### config.mk
export PLATFORM = sky130hd
export DESIGN_NAME = awb_gain_calc
export DESIGN_NICKNAME = d
export VERILOG_FILES = /design/src/rtl/isp_wb_pkg.sv /design/src/rtl/wb_seq_div.sv /design/src/rtl/awb_gain_calc.sv
export SDC_FILE = /design/constraint.sdc
export NUM_CORES = 1
export LEC_CHECK = 0
export ABC_AREA = 1
export CAP_MARGIN = 20
export CORE_ASPECT_RATIO = 1.1
export CORE_MARGIN = 5
export CORE_UTILIZATION = 36
export CTS_CLUSTER_SIZE = 25
export DETAILED_ROUTE_END_ITERATION = 6
export MAX_ROUTING_LAYER = met4
export SETUP_SLACK_MARGIN = 0.4
export SLEW_MARGIN = 20
export SYNTH_ARGS = -nofsm -noshare
export SYNTH_HDL_FRONTEND = slang
export SYNTH_SLANG_ARGS = --single-unit
### constraint.sdc
create_clock -name clk -period 3.2 [get_ports clk]
set_input_delay 0.48 -clock clk [delete_from_list [all_inputs] [get_ports clk]]
set_output_delay 0.48 -clock clk [all_outputs]
set_load 0.1 [all_outputs]
### src/rtl/isp_wb_pkg.sv
// Shared types and constants for the white-balance gain engine.
// Gains are unsigned fixed point with GAIN_FRAC fractional bits.
package isp_wb_pkg;

    typedef enum logic [1:0] {
        ST_IDLE,
        ST_DIV_R,
        ST_DIV_B,
        ST_UPDATE
    } wb_state_e;

    function automatic int unsigned unity_gain(input int unsigned frac);
        return 32'd1 << frac;
    endfunction

    function automatic int unsigned max_gain(input int unsigned w);
        return (32'd1 << w) - 32'd1;
    endfunction

    // True when an ACC_W-bit sum cannot overflow over npix pixels of dw bits.
    function automatic bit acc_w_ok(input int acc_w, input int dw, input int npix);
        return acc_w >= dw + $clog2(npix);
    endfunction

endpackage

### src/rtl/wb_seq_div.sv
// Restoring divider, one quotient bit per clock, truncating.
// done is high in the cycle whose closing edge produces the last quotient bit.
module wb_seq_div #(
    parameter int DVD_W = 39,
    parameter int DVS_W = 32
) (
    input  logic             clk,
    input  logic             rst_n,
    input  logic             start,
    input  logic [DVD_W-1:0] dividend,
    input  logic [DVS_W-1:0] divisor,
    output logic             done,
    output logic [DVD_W-1:0] quotient,
    output logic             div_by_zero
);
    localparam int CW = $clog2(DVD_W + 1);

    logic [DVS_W-1:0] rem_q, rem_d, dvs_q, dvs_d, step_rem, step_dvs;
    logic [DVD_W-1:0] dq_q, dq_d, step_dq;
    logic [CW-1:0]    cnt_q, cnt_d;
    logic             run_q, run_d, dbz_q, dbz_d;
    logic [DVS_W:0]   trial, diff;

    always_comb begin
        step_rem = start ? '0 : rem_q;
        step_dq  = start ? dividend : dq_q;
        step_dvs = start ? divisor : dvs_q;
        trial    = {step_rem, step_dq[DVD_W-1]};
        diff     = trial - {1'b0, step_dvs};
        rem_d    = rem_q;
        dq_d     = dq_q;
        dvs_d    = dvs_q;
        cnt_d    = cnt_q;
        run_d    = run_q;
        dbz_d    = dbz_q;
        if (start || run_q) begin
            // dq shifts dividend bits out of the top and quotient bits in at the bottom
            if (trial >= {1'b0, step_dvs}) begin
                rem_d = diff[DVS_W-1:0];
                dq_d  = {step_dq[DVD_W-2:0], 1'b1};
            end else begin
                rem_d = trial[DVS_W-1:0];
                dq_d  = {step_dq[DVD_W-2:0], 1'b0};
            end
        end
        if (start) begin
            dvs_d = divisor;
            dbz_d = (divisor == '0);
            cnt_d = CW'(1);
            run_d = 1'b1;
        end else if (run_q) begin
            cnt_d = cnt_q + CW'(1);
            if (cnt_q == CW'(DVD_W - 1)) run_d = 1'b0;
        end
    end

    always_ff @(posedge clk or negedge rst_n) begin
        if (!rst_n) begin
            rem_q <= '0;
            dq_q  <= '0;
            dvs_q <= '0;
            cnt_q <= '0;
            run_q <= 1'b0;
            dbz_q <= 1'b0;
        end else begin
            rem_q <= rem_d;
            dq_q  <= dq_d;
            dvs_q <= dvs_d;
            cnt_q <= cnt_d;
            run_q <= run_d;
            dbz_q <= dbz_d;
        end
    end

    assign done        = run_q && (cnt_q == CW'(DVD_W - 1));
    assign quotient    = dq_q;
    assign div_by_zero = dbz_q;

endmodule

### src/rtl/awb_gain_calc.sv
// Gray-world AWB: sums R/G/B over an ROI each frame, then divides ΣG by ΣR and ΣB
// on one shared sequential divider to produce the red and blue gains.
module awb_gain_calc
    import isp_wb_pkg::*;
#(
    parameter int DW        = 8,
    parameter int HDISP     = 1936,
    parameter int VDISP     = 1088,
    parameter int ROI_HS    = 8,
    parameter int ROI_HE    = 1928,
    parameter int ROI_VS    = 4,
    parameter int ROI_VE    = 1084,
    parameter int ACC_W     = 32,
    parameter int GAIN_FRAC = 7,
    parameter int GAIN_W    = 12
) (
    input  logic              clk,
    input  logic              rst_n,
    input  logic              per_img_clken,
    input  logic [3*DW-1:0]   per_img_data,
    input  logic              awb_en,
    output logic [GAIN_W-1:0] out_gain_r,
    output logic [GAIN_W-1:0] out_gain_g,
    output logic [GAIN_W-1:0] out_gain_b,
    output logic              gain_valid,
    output logic              busy
);
    localparam int N       = ACC_W + GAIN_FRAC;
    localparam int HCW     = $clog2(HDISP + 1);
    localparam int VCW     = $clog2(VDISP + 1);
    localparam int ROI_PIX = (ROI_HE - ROI_HS) * (ROI_VE - ROI_VS);
    localparam logic [GAIN_W-1:0] UNITY = GAIN_W'(unity_gain(GAIN_FRAC));
    localparam logic [GAIN_W-1:0] GMAX  = GAIN_W'(max_gain(GAIN_W));

    if (!acc_w_ok(ACC_W, DW, ROI_PIX)) begin : g_acc_w_check
        $error("awb_gain_calc: ACC_W too small for the ROI pixel count");
    end

    logic [HCW-1:0]             h_cnt_q, h_cnt_d;
    logic [VCW-1:0]             v_cnt_q, v_cnt_d;
    logic [2:0][ACC_W-1:0]      acc_q, acc_d, sum_q, sum_d;
    logic [ACC_W-1:0]           pix_ext;
    logic                       h_last, v_last, fe, in_roi;
    wb_state_e                  state_q;
    logic [GAIN_W-1:0]          gain_r_q, gain_b_q, quo_r_q;
    logic                       gain_valid_q, busy_q, start_q;
    logic                       div_done, div_dbz, g_zero;
    logic [N-1:0]               div_quo;

    assign h_last = (h_cnt_q == HCW'(HDISP - 1));
    assign v_last = (v_cnt_q == VCW'(VDISP - 1));
    assign fe     = per_img_clken && h_last && v_last;
    assign in_roi = (int'(h_cnt_q) >= ROI_HS) && (int'(h_cnt_q) < ROI_HE) &&
                    (int'(v_cnt_q) >= ROI_VS) && (int'(v_cnt_q) < ROI_VE);
    assign g_zero = (sum_q[1] == '0);

    always_comb begin
        h_cnt_d = h_cnt_q;
        v_cnt_d = v_cnt_q;
        acc_d   = acc_q;
        sum_d   = sum_q;
        pix_ext = '0;
        if (per_img_clken) begin
            if (h_last) begin
                h_cnt_d = '0;
                v_cnt_d = v_last ? '0 : v_cnt_q + VCW'(1);
            end else begin
                h_cnt_d = h_cnt_q + HCW'(1);
            end
            for (int c = 0; c < 3; c++) begin
                pix_ext  = in_roi ? ACC_W'(per_img_data[c*DW +: DW]) : '0;
                acc_d[c] = acc_q[c] + pix_ext;
            end
            // A frame ending mid-division is dropped: sums stay frozen, accumulators still clear
            if (fe) begin
                if (state_q == ST_IDLE) sum_d = acc_d;
                acc_d = '0;
            end
        end
    end

    always_ff @(posedge clk or negedge rst_n) begin
        if (!rst_n) begin
            h_cnt_q <= '0;
            v_cnt_q <= '0;
            acc_q   <= '0;
            sum_q   <= '0;
        end else begin
            h_cnt_q <= h_cnt_d;
            v_cnt_q <= v_cnt_d;
            acc_q   <= acc_d;
            sum_q   <= sum_d;
        end
    end

    function automatic logic [GAIN_W-1:0] sat_gain(input logic [N-1:0] q, input logic dbz,
                                                   input logic gz);
        if (dbz) return gz ? UNITY : GMAX;
        if (q > N'(GMAX)) return GMAX;
        return q[GAIN_W-1:0];
    endfunction

    wb_seq_div #(
        .DVD_W(N),
        .DVS_W(ACC_W)
    ) u_div (
        .clk        (clk),
        .rst_n      (rst_n),
        .start      (start_q),
        .dividend   ({sum_q[1], {GAIN_FRAC{1'b0}}}),
        .divisor    ((state_q == ST_DIV_B) ? sum_q[0] : sum_q[2]),
        .done       (div_done),
        .quotient   (div_quo),
        .div_by_zero(div_dbz)
    );

    // The red quotient is captured in the first DIV_B cycle, before the blue run overwrites it.
    always_ff @(posedge clk or negedge rst_n) begin
        if (!rst_n) begin
            state_q      <= ST_IDLE;
            gain_r_q     <= UNITY;
            gain_b_q     <= UNITY;
            quo_r_q      <= UNITY;
            gain_valid_q <= 1'b0;
            busy_q       <= 1'b0;
            start_q      <= 1'b0;
        end else begin
            gain_valid_q <= 1'b0;
            start_q      <= 1'b0;
            case (state_q)
                ST_IDLE: begin
                    if (fe && awb_en) begin
                        state_q <= ST_DIV_R;
                        start_q <= 1'b1;
                        busy_q  <= 1'b1;
                    end else if (fe) begin
                        gain_r_q     <= UNITY;
                        gain_b_q     <= UNITY;
                        gain_valid_q <= 1'b1;
                    end
                end
                ST_DIV_R: begin
                    if (div_done) begin
                        state_q <= ST_DIV_B;
                        start_q <= 1'b1;
                    end
                end
                ST_DIV_B: begin
                    if (start_q) quo_r_q <= sat_gain(div_quo, div_dbz, g_zero);
                    if (div_done) state_q <= ST_UPDATE;
                end
                ST_UPDATE: begin
                    gain_r_q     <= quo_r_q;
                    gain_b_q     <= sat_gain(div_quo, div_dbz, g_zero);
                    gain_valid_q <= 1'b1;
                    busy_q       <= 1'b0;
                    state_q      <= ST_IDLE;
                end
                default: state_q <= ST_IDLE;
            endcase
        end
    end

    assign out_gain_r = gain_r_q;
    assign out_gain_g = UNITY;
    assign out_gain_b = gain_b_q;
    assign gain_valid = gain_valid_q;
    assign busy       = busy_q;

endmodule

==> results.tsv <==
metric	value	unit
relSlewSlack	32.8	%
grt_pass1_wl	109000	um
htreeDepth	2	
synthCells	3078	
synth.area.mux_share	0.457	%
die_area	65900	sq um
post-route-cell-area	31000	sq um
remaining_drc_errors	0	
first_global_vias	20500	
setup_viol	0	
dpl.hpwl	48300	um
fmax	0.320	GHz
hold_class	in2async	
cp-end-kind	flop	
pre_cts_ws	-129	ps
ff_latch_area	9170	sq um
fp.dieW	245	um
yosysSeqAreaShare	41.8	%
utilization	51.6	%
fin_ws	76.1	ps
status	completed	
postRouteAntennaNets	0	
finalMaxSlewViolations	0	
yosys_warnings	0	
hold_violations	0	
mostFrequentLayoutCells	922 x nand2_1, 399 x inv_1, 362 x dfrtp_1	
wl_per_cell	16.1	um
syn_to_final_growth	41.6	%
core	60100	sq um
wl	68900	um
crit_top_cell	nand2_1	
drt_pass1_iterations	5	
drive_above_1_share	29.1	%
fin_cells	4292	
io_pins	66	
period_share	97.6	%
synth_ff_type	dfrtp_1	
synth_xor_area_share	3.72	%
clock_skew	30.2	ps
synth_area	21900	sq um
seqPwrFrac	44.1	%
syn_avg_cell_area	7.11	sq um
holdWs	474	ps
route.vias.total	21100	
synth_top_family_by_area	simple AND/OR/NAND/NOR gates	
grt_overflow	0	
powerDensity	362	nW/um^2
worstMarginPinSlew	1000	ps
grt_start_max_net_pins	78	
antenna_found_initial	0	
die_h	269	um
arrival	3560	ps
synth_seq_cells	366	
track_usage	20.8	%
gp_congestion	0.939	
maxCapViolations	0	
n_fill_cell	5612	
synth_compound_area_share	8.87	%
p_sw_share	25.9	%
layout_commonest_cell	nand2_1	
worstPathCellList	inv_2 > ha_4 > buf_12 > inv_6 > or2_2 > o21a_1 > or2_4 > o21ai_4 > ha_4 > nand2_1 > nor2_2 > nand2_1 > nor2_2 > nand2_1 > nand2_2 > nor2_4 > nand2_4 > clkbuf_16 > nand2_2 > nand2_1 > nand2_1 > nand2_1	
numPortBuffers	53	
p_leak	15.7	nW
vdd_drop_max	0.388	mV
cp_slowest_cell	dfrtp_1	
cts-root-buf	clkbuf_16	
drt_iter0_markers	1326	
placed_area	25300	sq um
synth_edf_count	0	
numCtsBuffers	39	
placementRows	94	
crit_type	reg2reg	
clkSinkCount	366	
p_switching	2.91	mW
dp.cells	4120	
multi_input_area	13900	sq um
cts_tree	built	
final_nets	3543	
synthDistinctLibCells	51	
async_reset_ff_share	100	%
worstPathRequired	3640	ps
rsz0062_at_grt	yes	
worstSkewPairLatency	580	ps
start_util	36.4	%
p_comb_share	10.2	%
synth_fa_ha_area_share	4.14	%
clockBufferDepth	3	
antennaDiodeCount	0	
clkPwrFrac	45.7	%
p_int	8.31	mW
cp_max_fo	6	
via_per_inst	4.92	
start_kind	flop	
setup-tns-final	0	ps
synthSimpleGateAreaFrac	31.2	%
total_power	11.2	mW
clk_pin_slew	70	ps
slowest_delay	380	ps
min_period	3120	ps
[cells in the mapped netlist (2+ instances only)]
master    instances  share of area (%)
dfstp_2           3               0.36
buf_1            10               0.17
or2_2            15               0.43
nand3b_1          9               0.31
conb_1            2              0.034
nand4_1          54                1.5
ha_1             66                3.8
buf_4            21               0.72
nor4_1           11               0.31
o21ai_1          13               0.30
clkbuf_1         65                1.1
o221ai_1          3               0.12
nand2_1        1093                 19
inv_1           414                7.1
fa_1              4               0.37
a22oi_1          15               0.51
o21ai_0         208                4.8
nand3_1         190                4.3
a21boi_0          2              0.069
o21bai_1          5               0.17
o21a_1            5               0.17
inv_2             4              0.069
nor3_1           41               0.94
nand2_2           2              0.057
nor2_1          221                3.8
buf_6             2               0.10
o211ai_1         37                1.3
dfrtp_1         363                 41
a21oi_1          44                1.0
buf_2            19               0.43
and3_1            5               0.14
a31oi_1           2              0.057
o22ai_1          10               0.29
nand2_4           2               0.10
xor2_1           59                2.4
xnor2_1          34                1.4
mux2i_1          10               0.46
and2_1            2              0.057
[cell type report]
class,instances,share of cell area [%]
multi-input cells,2187,44.7
flip-flops and latches,366,29.5
repair buffers,433,12.6
inverters,418,5.12
clock buffers,48,3.55
well taps,816,3.29
clock inverters,24,1.19
[worst paths after layout]
| kind | endpoint | cells past startpoint | from | slack, ps |
|---|---|---|---|---|
| min in group clk | u_div.rem_q[20] | 2 | u_div.rem_q[20] | 480 |
| setup / recovery | u_div.rem_q[19] | 22 | state_q[0] | 80 |
| max in group asynchronous | u_div.rem_q[19] | 3 | rst_n | 1820 |
| setup reg to reg | u_div.rem_q[19] | 22 | state_q[0] | 80 |
| hold reg to reg | u_div.rem_q[20] | 2 | u_div.rem_q[20] | 480 |
| hold / removal | acc_q[20] | 2 | rst_n | 470 |
[routing by layer]
metal	vias to the layer above	GRT usage [%]	share of wire, %
met5	-	-	0
met3	110	2.38	3.8
met1	10100	27.6	44
li1	10500	-	-
met2	398	34.4	49
met4	0	5.31	2.6
[critical path, delay by kind of cell (launching register included)]
kind,cells,cell delay (ps)
AO/OA/AOI/OAI,2,200
adder cells (fa/ha/maj),2,410
buffers and inverters,4,460
flip-flops,1,380
AND/OR/NAND/NOR,14,1500
[kinds of logic (layout without fill, tap and decap cells)]
| logic type | after synthesis | after routing |
|---|---|---|
| buffers and inverters | 535 | 923 |
| adder cells (fa/ha/maj) | 70 | 70 |
| AO/OA/AOI/OAI | 347 | 347 |
| AND/OR/NAND/NOR | 1655 | 1655 |
| flip-flops | 366 | 366 |
| XOR/XNOR | 93 | 93 |
| other | 2 | 12 |
| multiplexers | 10 | 10 |
[power groups by stage]
stage,clock (mW),combinational (mW),sequential (mW)
2_1_floorplan,0,0.464,4.96
3_3_place_gp,0,0.818,4.99
3_5_place_dp,0,0.826,4.99
4_1_cts,5.25,0.944,4.92
5_1_grt,5.43,1.25,4.96
6_report,5.13,1.14,4.94
[sequential cells by signal, summed over array words and instances, names as in the netlist]
| signal | count |
|---|---|
| acc_q | 96 |
| u_div.dvs_q | 32 |
| u_div.run_q | 1 |
| sum_q | 96 |
| state_q | 2 |
| gain_valid | 1 |
| u_div.cnt_q | 6 |
| u_div.div_by_zero | 1 |
| h_cnt_q | 11 |
| busy | 1 |
| out_gain_r | 12 |
| out_gain_b | 12 |
| quo_r_q | 12 |
| start_q | 1 |
| u_div.quotient | 39 |
| v_cnt_q | 11 |
| u_div.rem_q | 32 |
[timing repair]
action	4_1_cts	5_1_grt
hold buffers	1	0
hold endpoints to repair	62	0
gates cloned	5	2
pin swaps	119	210
setup buffers	59	33
resized for setup	363	474
setup endpoints to repair	194	209
(Power assumes the default switching activity.)
